<file path="src/rtl/sd_sched_pkg.sv">
// Shared types and constants for the SD request scheduler.
// Latency: n/a (types, constants and a pure command-word builder).
// Backpressure: n/a.
package sd_sched_pkg;

   typedef enum logic [2:0] {
      IDLE  = 3'd0,
      GRANT = 3'd1,
      ISSUE = 3'd2,
      WAIT  = 3'd3,
      DONE  = 3'd4
   } schedState_t;

   localparam logic [5:0] CMD_RD_DEFAULT = 6'd17;
   localparam logic [5:0] CMD_WR_DEFAULT = 6'd24;

   localparam logic [3:0] STAT_OK      = 4'h0;
   localparam logic [3:0] STAT_TIMEOUT = 4'hF;

   localparam int SEQ_W       = 7;
   localparam int RES_STAT_HI = 35;
   localparam int RES_STAT_LO = 32;

   // Command word layout, MSB first: [71] grant, [70:64] seq, [63:58] cmd,
   // [57:32] reserved zero, [31:0] block address.
   typedef struct packed {
      logic             grantId;
      logic [SEQ_W-1:0] seq;
      logic [5:0]       cmdIdx;
      logic [25:0]      rsvd;
      logic [31:0]      addr;
   } cmdWord_t;

   function automatic cmdWord_t buildCmd(input logic             grantId,
                                         input logic [SEQ_W-1:0] seq,
                                         input logic [5:0]       cmdIdx,
                                         input logic [31:0]      addr);
      cmdWord_t w;
      w.grantId = grantId;
      w.seq     = seq;
      w.cmdIdx  = cmdIdx;
      w.rsvd    = '0;
      w.addr    = addr;
      return w;
   endfunction

endpackage

</file>
<file path="src/rtl/sd_rr_arbiter.sv">
// Two-way round-robin pick between the APU (0) and DMA/boot (1) requesters.
// Latency: pick is combinational; rrPtr updates on the clock after advance.
// Backpressure: none; the scheduler only samples pick while idle.
// Ports: clk/rst (sync, active-high), reqValid[1:0], advance (request
// finished), doneId (finishing requester) -> anyValid, pick.
module sd_rr_arbiter (
   input  logic       clk,
   input  logic       rst,
   input  logic [1:0] reqValid,
   input  logic       advance,
   input  logic       doneId,
   output logic       anyValid,
   output logic       pick
);

   logic rrPtr;

   // The requester that just finished drops to lowest priority.
   always_ff @(posedge clk) begin
      if (rst)
         rrPtr <= 1'b0;
      else if (advance)
         rrPtr <= ~doneId;
   end

   always_comb begin
      anyValid = |reqValid;
      pick     = rrPtr;
      if (reqValid == 2'b01)
         pick = 1'b0;
      else if (reqValid == 2'b10)
         pick = 1'b1;
   end

endmodule

</file>
<file path="src/rtl/sd_req_scheduler.sv">
// Expands multi-block requests from two requesters into single-block CMD17/CMD24 words.
// Latency: reqReady 1 cycle after reqValid seen idle, first cmd strobe 1 cycle later.
// Backpressure: holds in ISSUE while cmdFifoFull; waits in WAIT for a result or timeout.
// Ports: sdClk/sysRst; req{Valid,Ready,Write,Addr,Count} per requester;
// done{Valid,Status,Blocks}; cmdFifo{Data,WrEn,Full}; resultFifo{Data,Empty,RdEn};
// busy, grantId. All outputs are registered.
module sd_req_scheduler
   import sd_sched_pkg::*;
#(
   parameter logic [23:0] TIMEOUT_CYCLES = 24'd2500000,
   parameter logic [5:0]  CMD_RD         = CMD_RD_DEFAULT,
   parameter logic [5:0]  CMD_WR         = CMD_WR_DEFAULT
) (
   input  logic        sdClk,
   input  logic        sysRst,
   input  logic [1:0]  reqValid,
   output logic [1:0]  reqReady,
   input  logic [1:0]  reqWrite,
   input  logic [63:0] reqAddr,
   input  logic [31:0] reqCount,
   output logic [1:0]  doneValid,
   output logic [3:0]  doneStatus,
   output logic [15:0] doneBlocks,
   output logic [71:0] cmdFifoData,
   output logic        cmdFifoWrEn,
   input  logic        cmdFifoFull,
   input  logic [35:0] resultFifoData,
   input  logic        resultFifoEmpty,
   output logic        resultFifoRdEn,
   output logic        busy,
   output logic        grantId
);

   schedState_t      state;
   logic [SEQ_W-1:0] seq;
   logic [23:0]      timer;
   logic [31:0]      curAddr;
   logic [15:0]      curCount;
   logic [15:0]      blkCnt;
   logic             curWrite;

   logic             anyValid;
   logic             pick;

   sd_rr_arbiter u_arb (
      .clk      (sdClk),
      .rst      (sysRst),
      .reqValid (reqValid),
      .advance  (state == DONE),
      .doneId   (grantId),
      .anyValid (anyValid),
      .pick     (pick)
   );

   logic [31:0]      selAddr;
   logic [15:0]      selCount;
   logic             selWrite;
   logic [1:0]       grantMask;
   logic [5:0]       curIdx;
   logic [3:0]       resStatus;
   logic             unusedResp;
   logic [15:0]      blkNext;
   logic [31:0]      addrNext;
   logic [SEQ_W-1:0] seqNext;

   assign selAddr    = grantId ? reqAddr[63:32] : reqAddr[31:0];
   assign selCount   = grantId ? reqCount[31:16] : reqCount[15:0];
   assign selWrite   = reqWrite[grantId];
   assign grantMask  = grantId ? 2'b10 : 2'b01;
   assign curIdx     = curWrite ? CMD_WR : CMD_RD;
   assign resStatus  = resultFifoData[RES_STAT_HI:RES_STAT_LO];
   assign unusedResp = ^resultFifoData[31:0];
   assign blkNext    = blkCnt + 16'd1;
   assign addrNext   = curAddr + 32'd1;
   assign seqNext    = seq + 7'd1;

   // Strobes are registered, so ISSUE/WAIT decide one cycle ahead: the strobe
   // is raised on entry and the state advances on the cycle the strobe is high.
   // Only this block writes the command FIFO, so "not full" sampled a cycle
   // early cannot be invalidated by anyone else.
   always_ff @(posedge sdClk) begin
      if (sysRst) begin
         state          <= IDLE;
         reqReady       <= '0;
         doneValid      <= '0;
         doneStatus     <= STAT_OK;
         doneBlocks     <= '0;
         cmdFifoData    <= '0;
         cmdFifoWrEn    <= 1'b0;
         resultFifoRdEn <= 1'b0;
         busy           <= 1'b0;
         grantId        <= 1'b0;
         seq            <= '0;
         timer          <= '0;
         curAddr        <= '0;
         curCount       <= '0;
         blkCnt         <= '0;
         curWrite       <= 1'b0;
      end else begin
         reqReady       <= '0;
         doneValid      <= '0;
         cmdFifoWrEn    <= 1'b0;
         resultFifoRdEn <= 1'b0;

         case (state)
            IDLE: begin
               if (anyValid) begin
                  grantId  <= pick;
                  reqReady <= pick ? 2'b10 : 2'b01;
                  busy     <= 1'b1;
                  state    <= GRANT;
               end
            end

            GRANT: begin
               curAddr  <= selAddr;
               curCount <= selCount;
               curWrite <= selWrite;
               blkCnt   <= '0;
               if (selCount == 16'd0) begin
                  doneStatus <= STAT_OK;
                  doneBlocks <= '0;
                  doneValid  <= grantMask;
                  state      <= DONE;
               end else begin
                  cmdFifoWrEn <= !cmdFifoFull;
                  cmdFifoData <= buildCmd(grantId, seq, selWrite ? CMD_WR : CMD_RD, selAddr);
                  state       <= ISSUE;
               end
            end

            ISSUE: begin
               if (cmdFifoWrEn) begin
                  timer <= TIMEOUT_CYCLES;
                  state <= WAIT;
               end else begin
                  cmdFifoWrEn <= !cmdFifoFull;
                  cmdFifoData <= buildCmd(grantId, seq, curIdx, curAddr);
               end
            end

            WAIT: begin
               if (resultFifoRdEn) begin
                  // Word is still at the FIFO head during the read strobe.
                  if (resStatus != STAT_OK) begin
                     doneStatus <= resStatus;
                     doneBlocks <= blkCnt;
                     doneValid  <= grantMask;
                     state      <= DONE;
                  end else begin
                     blkCnt  <= blkNext;
                     curAddr <= addrNext;
                     seq     <= seqNext;
                     if (blkNext == curCount) begin
                        doneStatus <= STAT_OK;
                        doneBlocks <= blkNext;
                        doneValid  <= grantMask;
                        state      <= DONE;
                     end else begin
                        cmdFifoWrEn <= !cmdFifoFull;
                        cmdFifoData <= buildCmd(grantId, seqNext, curIdx, addrNext);
                        state       <= ISSUE;
                     end
                  end
               end else if (!resultFifoEmpty) begin
                  // A result seen on the expiring cycle still wins.
                  resultFifoRdEn <= 1'b1;
                  if (timer != 24'd0)
                     timer <= timer - 24'd1;
               end else if (timer <= 24'd1) begin
                  timer      <= '0;
                  doneStatus <= STAT_TIMEOUT;
                  doneBlocks <= blkCnt;
                  doneValid  <= grantMask;
                  state      <= DONE;
               end else begin
                  timer <= timer - 24'd1;
               end
            end

            DONE: begin
               busy  <= 1'b0;
               state <= IDLE;
            end

            default: state <= IDLE;
         endcase
      end
   end

endmodule

</file>
<file path="config.mk">
export PLATFORM = sky130hd
export DESIGN_NAME = sd_req_scheduler
export DESIGN_NICKNAME = d
export VERILOG_FILES = /design/src/rtl/sd_sched_pkg.sv /design/src/rtl/sd_rr_arbiter.sv /design/src/rtl/sd_req_scheduler.sv
export SDC_FILE = /design/constraint.sdc
export NUM_CORES = 1
export LEC_CHECK = 0
export CAP_MARGIN = 15
export CORE_UTILIZATION = 50
export DETAILED_ROUTE_END_ITERATION = 6
export PLACE_DENSITY = 0.8
export SKIP_LAST_GASP = 1
export SYNTH_ARGS = -nofsm -noshare
export SYNTH_HDL_FRONTEND = slang
export SYNTH_HIERARCHICAL = 1
export SYNTH_SLANG_ARGS = --single-unit
</file>
<file path="constraint.sdc">
create_clock -name sdClk -period 3.3 [get_ports sdClk]
set_clock_uncertainty 0.05 [all_clocks]
set_input_delay 0.495 -clock sdClk [delete_from_list [all_inputs] [get_ports sdClk]]
set_output_delay 0.495 -clock sdClk [all_outputs]
set_load 0.01 [all_outputs]
</file>
# [Yosys cells after proc, flatten, opt, wreduce, memory -nomap -nowiden]
# Cells that the tools add are included.
[totals] in_bits=140 reg_bits=200
[op_classes] eq_ne=20 bitwise=5 n_addsub=4 muxes=67 n_lt_le_gt_ge=2 n_reduce_logical=20
[ops] cell="$mux W72" count=5
[ops] cell="$pmux W72 S3" count=1
[ops] cell="$mux W16" count=9
[ops] cell="$mux W24" count=5
[ops] cell="$mux W32" count=3
[ops] cell="$pmux W16 S2" count=2
[ops] cell="$pmux W32 S2" count=1
[ops] cell="$pmux W24 S2" count=1
[ops] cell="$add A32 B1 Y32 const B" count=1
[ops] cell="$mux W4" count=8
[ops] cell="$le A24 B1 Y1 const B" count=1
[ops] cell="$mux W3" count=8
[ops] cell="$reduce_bool A24 Y1" count=1
[ops] cell="$sub A24 B1 Y24 const B" count=1
[ops] cell="$ne A2 B2 Y1 const B" count=9
[ops] cell="$add A16 B1 Y16 const B" count=1
[ops] cell="$eq A16 B16 Y1" count=1
[ops] cell="$logic_not A16 Y1" count=1
[ops] cell="$mux W2" count=8
[ops] cell="$pmux W3 S4" count=1
[ops] cell="$mux W1" count=11
[ops] cell="$ne A3 B3 Y1 const B" count=3
[ops] cell="$pmux W4 S2" count=1
[ops] cell="$reduce_and A4 Y1" count=2
[ops] cell="other kinds (23)" count=33

# [Logic depth before layout (Yosys ltp)]
[depth] ltp_word=6 mapped_depth=12 depth_no_buf=8

# [By module]
# Netlist, hierarchy kept.
[by_module_without_submodules] module="sd_req_scheduler" n_inst=1 area_each_um2=10545.1 cells_each=1363
[by_module_without_submodules] module="sd_rr_arbiter" n_inst=1 area_each_um2=52.6 cells_each=6

# [Worst setup path after synthesis]
# No wires, ideal clock.
[synth_path] path_kind="register -> register" start="register blkCnt[1]" end="register cmdFifoData[14]" path_slack_ns=0.272 stages_incl_launch_ff=10 arrival_ns=2.857 period_less_slack_ns=3.028 cell_sequence="dfxtp_1 ha_1 nand3_2 nor3_1 o2111ai_1 a211o_1 or4b_1 buf_4 o21ai_4 mux2_2"
[synth_via] elab_chain_cells=4
[synth_rtl] item="start, declared" line_no="sd_req_scheduler.sv:39" text="logic [15:0] blkCnt;"
[synth_rtl] item="start signal, assigned" line_no="sd_req_scheduler.sv:151" text="blkCnt <= blkNext;"
[synth_rtl] item="$add A16 B1 Y16" line_no="sd_req_scheduler.sv:73" text="assign blkNext = blkCnt + 16'd1;"
[synth_rtl] item="$eq A16 B16 Y1" line_no="sd_req_scheduler.sv:154" text="if (blkNext == curCount) begin"
[synth_rtl] item="$ne A2 B2 Y1 (no line)"
[synth_rtl] item="$reduce_and A6 Y1 (no line)"
[synth_rtl] item="end signal, assigned" line_no="sd_req_scheduler.sv:127" text="cmdFifoData <= buildCmd(grantId, seq, selWrite ? CMD_WR : CMD_RD, selAddr);"
[synth_rtl] item="end signal, assigned" line_no="sd_req_scheduler.sv:138" text="cmdFifoData <= buildCmd(grantId, seq, curIdx, curAddr);"
[synth_rtl] item="end signal, assigned" line_no="sd_req_scheduler.sv:161" text="cmdFifoData <= buildCmd(grantId, seqNext, curIdx, addrNext);"
[synth_rtl] item="end, declared" line_no="sd_req_scheduler.sv:24" text="output logic [71:0] cmdFifoData,"
# No other way between the ends.
# A chain may end at the register's enable or synchronous reset.

# [Worst setup path after layout]
[layout_path] start="register blkCnt[3]" end="register doneBlocks[14]"
[layout_via] elab_chain_cells=5 word_cells_on_any_way=8
[layout_rtl] item="$add A16 B1 Y16 (*)" line_no="sd_req_scheduler.sv:73"
[layout_rtl] item="parallel branches: the longest is 4 deep, another holds $eq A16 B16 Y1"
[layout_rtl] item="end signal, assigned" line_no="sd_req_scheduler.sv:147" text="doneBlocks <= blkCnt;"
[layout_rtl] item="end signal, assigned" line_no="sd_req_scheduler.sv:156" text="doneBlocks <= blkNext;"
[layout_rtl] item="end signal, assigned" line_no="sd_req_scheduler.sv:173" text="doneBlocks <= blkCnt;"
[layout_rtl] item="end, declared" line_no="sd_req_scheduler.sv:23" text="output logic [15:0] doneBlocks,"
# Every way passes the cells marked *. The select of a mux whose other input is x is not followed.

==> results.toml <==
[status]
outcome = "completed"

[synth]
yosysWarningCount = 6
synthArstFlopShare_pct = 0
synth-simple-area-share_pct = 24.0
synthXorXnorAreaFrac_pct = 5.37
yosysSeqAreaShare_pct = 32.3
syn_area_mm2 = 0.0106
ys_ff_latch = 171
synth_area_per_cell_um2 = 7.74
synth_compound_area_share_pct = 24.5
ys_types = 74
synth_fa_ha_area_share_pct = 0.697
synth_ff_type = "dfxtp_1"
synth_edf_count = 0
synth_top_family_by_area = "compound AO/OA/AOI/OAI gates"
synthMuxAreaShare_pct = 5.58
syn_inst = 1369

[critical_path]
crit_type = "reg2reg"
r2r_slack_ps = 120
cp-start-kind = "flip-flop"
critPathArrivalTime_ps = 3460
cp_max_fo = 7
critPathRequiredTime_ps = 3590
r2r_end = "doneBlocks[14]"
rr_startpoint = "blkCnt[3]"
reg2regPathDepth = 9
crit_path_end_kind = "flip-flop"

[floorplanning]
die_w_um = 148
ioPinCount = 240
core-area_mm2 = 0.0205
start_util_pct = 51.7
dieArea_mm2 = 0.0218
die_y_um = 148
num_rows = 52

[route]
drc = 0
avgViaCountPerCell = 6.17
drt_first_pass_iters = 5
dr_total_vias = 11100
ant_nets = 0
drtIter0Drc = 1038
wl_per_cell_um = 18.2
drt-total-wl_um = 32600

[worst_hold_path]
holdCritStartpoint = "sysRst"
holdPathStages = 2
min_to = "blkCnt[5]"
hp-class = "in2reg"

[placed_design]
place_congestion = 0.932
post_dp_cell_area_mm2 = 0.0128
io_buffers = 178
dp_hpwl_um = 23100

[final_layout]
antenna_cells = 0
layout.nets = 1659
drive_gt1_share_pct = 10.0
design_area_mm2 = 0.0134
nFillCells = 1758
area_delta_synth_final_pct = 26.1
final_core_util_pct = 65.2

[power_and_ir_drop]
cellLeakagePower_uw = 0.00477
p_per_area_mw_per_mm2 = 497
irDropWorstVdd_mv = 0.351

[global_route]
grt_pass1_vias = 10000
grtUsageTotal_pct = 29.5
grt_overflow_total = 0
grt_max_degree = 91
antenna_found_initial = 0
grt_pass1_wl_um = 51800

[clocking]
clk_path_buf_depth = 2
numCtsBuffers = 17
ctsHtreeMaxLevel = 4
postCtsSetupRepairBufs = 0
post_cts_resized = 0
hold_buffers = 0
path_clk_slew_ps = 70
cts_root_buf = "clkbuf_16"
cts_tree = "yes"
clock-sinks = 171
insertion_delay_ps = 440

[timing]
finalSetupViolations = 0
final.min_clock_period_ps = 3180
fmax_mhz = 315
hold_violations = 0
tightest_slew_ps = 857
relSlewSlack_pct = 42.9
period_share_pct = 96.3
rsz0062_at_grt = "false"
drv_slew = 0
final.setup.tns_ps = 0

[job]
maxCapViolations = 0
==> worst max-delay path by stage <==
stage,startpoint,endpoint,slack [ps],cells past startpoint
after global routing,blkCnt[7],doneBlocks[5],3,9
after detailed placement,resultFifoData[32],cmdFifoData[20],-190,6
after floorplan,blkCnt[1],cmdFifoData[14],270,9
after CTS,blkCnt[4],cmdFifoData[20],50,10
after global placement,resultFifoData[32],cmdFifoData[20],-50,6
final,blkCnt[3],doneBlocks[14],120,9
==> through the flow <==
stage | power [µW] | worst slack (ps) | hold WS, ps | instances
2_1_floorplan | 3850 | 272 | 391 | 1397
6_report | 6640 | 124 | 339 | 1796
4_1_cts | 6630 | 54.4 | 341 | 1795
3_5_place_dp | 4700 | -192 | 389 | 1764
3_3_place_gp | 4650 | -45.7 | 390 | 1764
5_1_grt | 6960 | 2.56 | 349 | 1796
==> synth_stat cells (7+ instances only) <==
cell,instances,area (µm²)
a311o_1,10,100
clkbuf_1,85,319
a22oi_1,7,52.6
buf_2,19,95.1
buf_1,8,30.0
a31oi_1,9,56.3
o211ai_1,18,135
dfxtp_1,171,3420
nor4_1,52,325
o221ai_1,8,70.1
a211oi_1,24,180
a21oi_1,97,485
nand2_1,106,398
nor2_1,143,537
nand4_1,25,156
or3_1,21,131
mux2_2,9,101
nor3_1,43,215
nor2b_1,20,125
nand3_1,37,185
or4_1,18,135
o21ai_0,130,651
inv_1,13,48.8
buf_4,33,248
xnor2_1,39,342
o211a_1,12,120
or2_2,9,56.3
mux2i_1,49,490
o41ai_1,10,87.6
a221oi_1,9,78.8
and3_1,9,56.3
xor2_1,26,228
==> flip-flops by register name (all words and copies together), names as in the netlist, 2 cells and up <==
signal       cells
cmdFifoData     43
timer           24
doneValid        2
blkCnt          16
seq              7
state            3
doneBlocks      16
reqReady         2
doneStatus       4
curCount        16
curAddr         32
==> routing by layer <==
layer  global-route usage, %  up-vias  wire (µm)
li1                        -     5302          -
met3                    4.94       83       2230
met4                    13.6        0       1250
met1                    36.6     5168      13500
met5                       0        -          0
met2                    50.0      523      15600
==> worst max-delay path, stage by stage (launching register included) <==
cell	delay (ps)
dfxtp_1	470
nand4_1	210
nor4_2	360
buf_4	190
xnor2_1	120
nand4_1	180
or4b_1	640
buf_4	220
a21o_1	300
a32o_1	310
==> area by class of cell <==
class / instances / area (µm²) / share of cell area [%]
clock buffers: 18 / 429 / 3.21
clock inverters: 13 / 129 / 0.965
inverters: 13 / 48.8 / 0.365
multi-input cells: 1062 / 6560 / 49.1
flip-flops and latches: 171 / 3430 / 25.7
well taps: 270 / 338 / 2.53
repair buffers: 249 / 2420 / 18.1
==> where the power goes <==
part	leakage, µW	switching [µW]	internal (µW)
registers	0.00139	236	2300
clock network	0.000277	946	1000
logic	0.00309	1210	957
==> cell usage in the layout, fill, tap and decap left out, types with 10 or more instances in the layout <==
cell	n
a211oi_1	24
or4_1	18
nand3_1	37
a21oi_1	96
a311o_1	10
o21ai_0	130
xnor2_1	39
inv_1	13
nor2_1	139
o41ai_1	10
nor3_1	41
nand2_1	106
clkdlybuf4s50_1	177
or3_1	21
o211a_1	12
clkbuf_16	17
o211ai_1	18
buf_4	63
conb_1	29
xor2_1	26
nor2b_1	20
dfxtp_1	168
nor4_1	49
nand4_1	25
mux2i_1	49
==> cells by family (layout without fill, tap and decap cells) <==
logic type | Yosys count | in the layout
other | 1 | 29
buffers and inverters | 164 | 293
muxes | 58 | 58
and+or+nand+nor | 510 | 510
adders and majority gates | 6 | 6
xor gates and xnor gates | 65 | 65
AOI/OAI and AO/OA | 394 | 394
DFF | 171 | 171
Power figures use the tool's default switching activity.
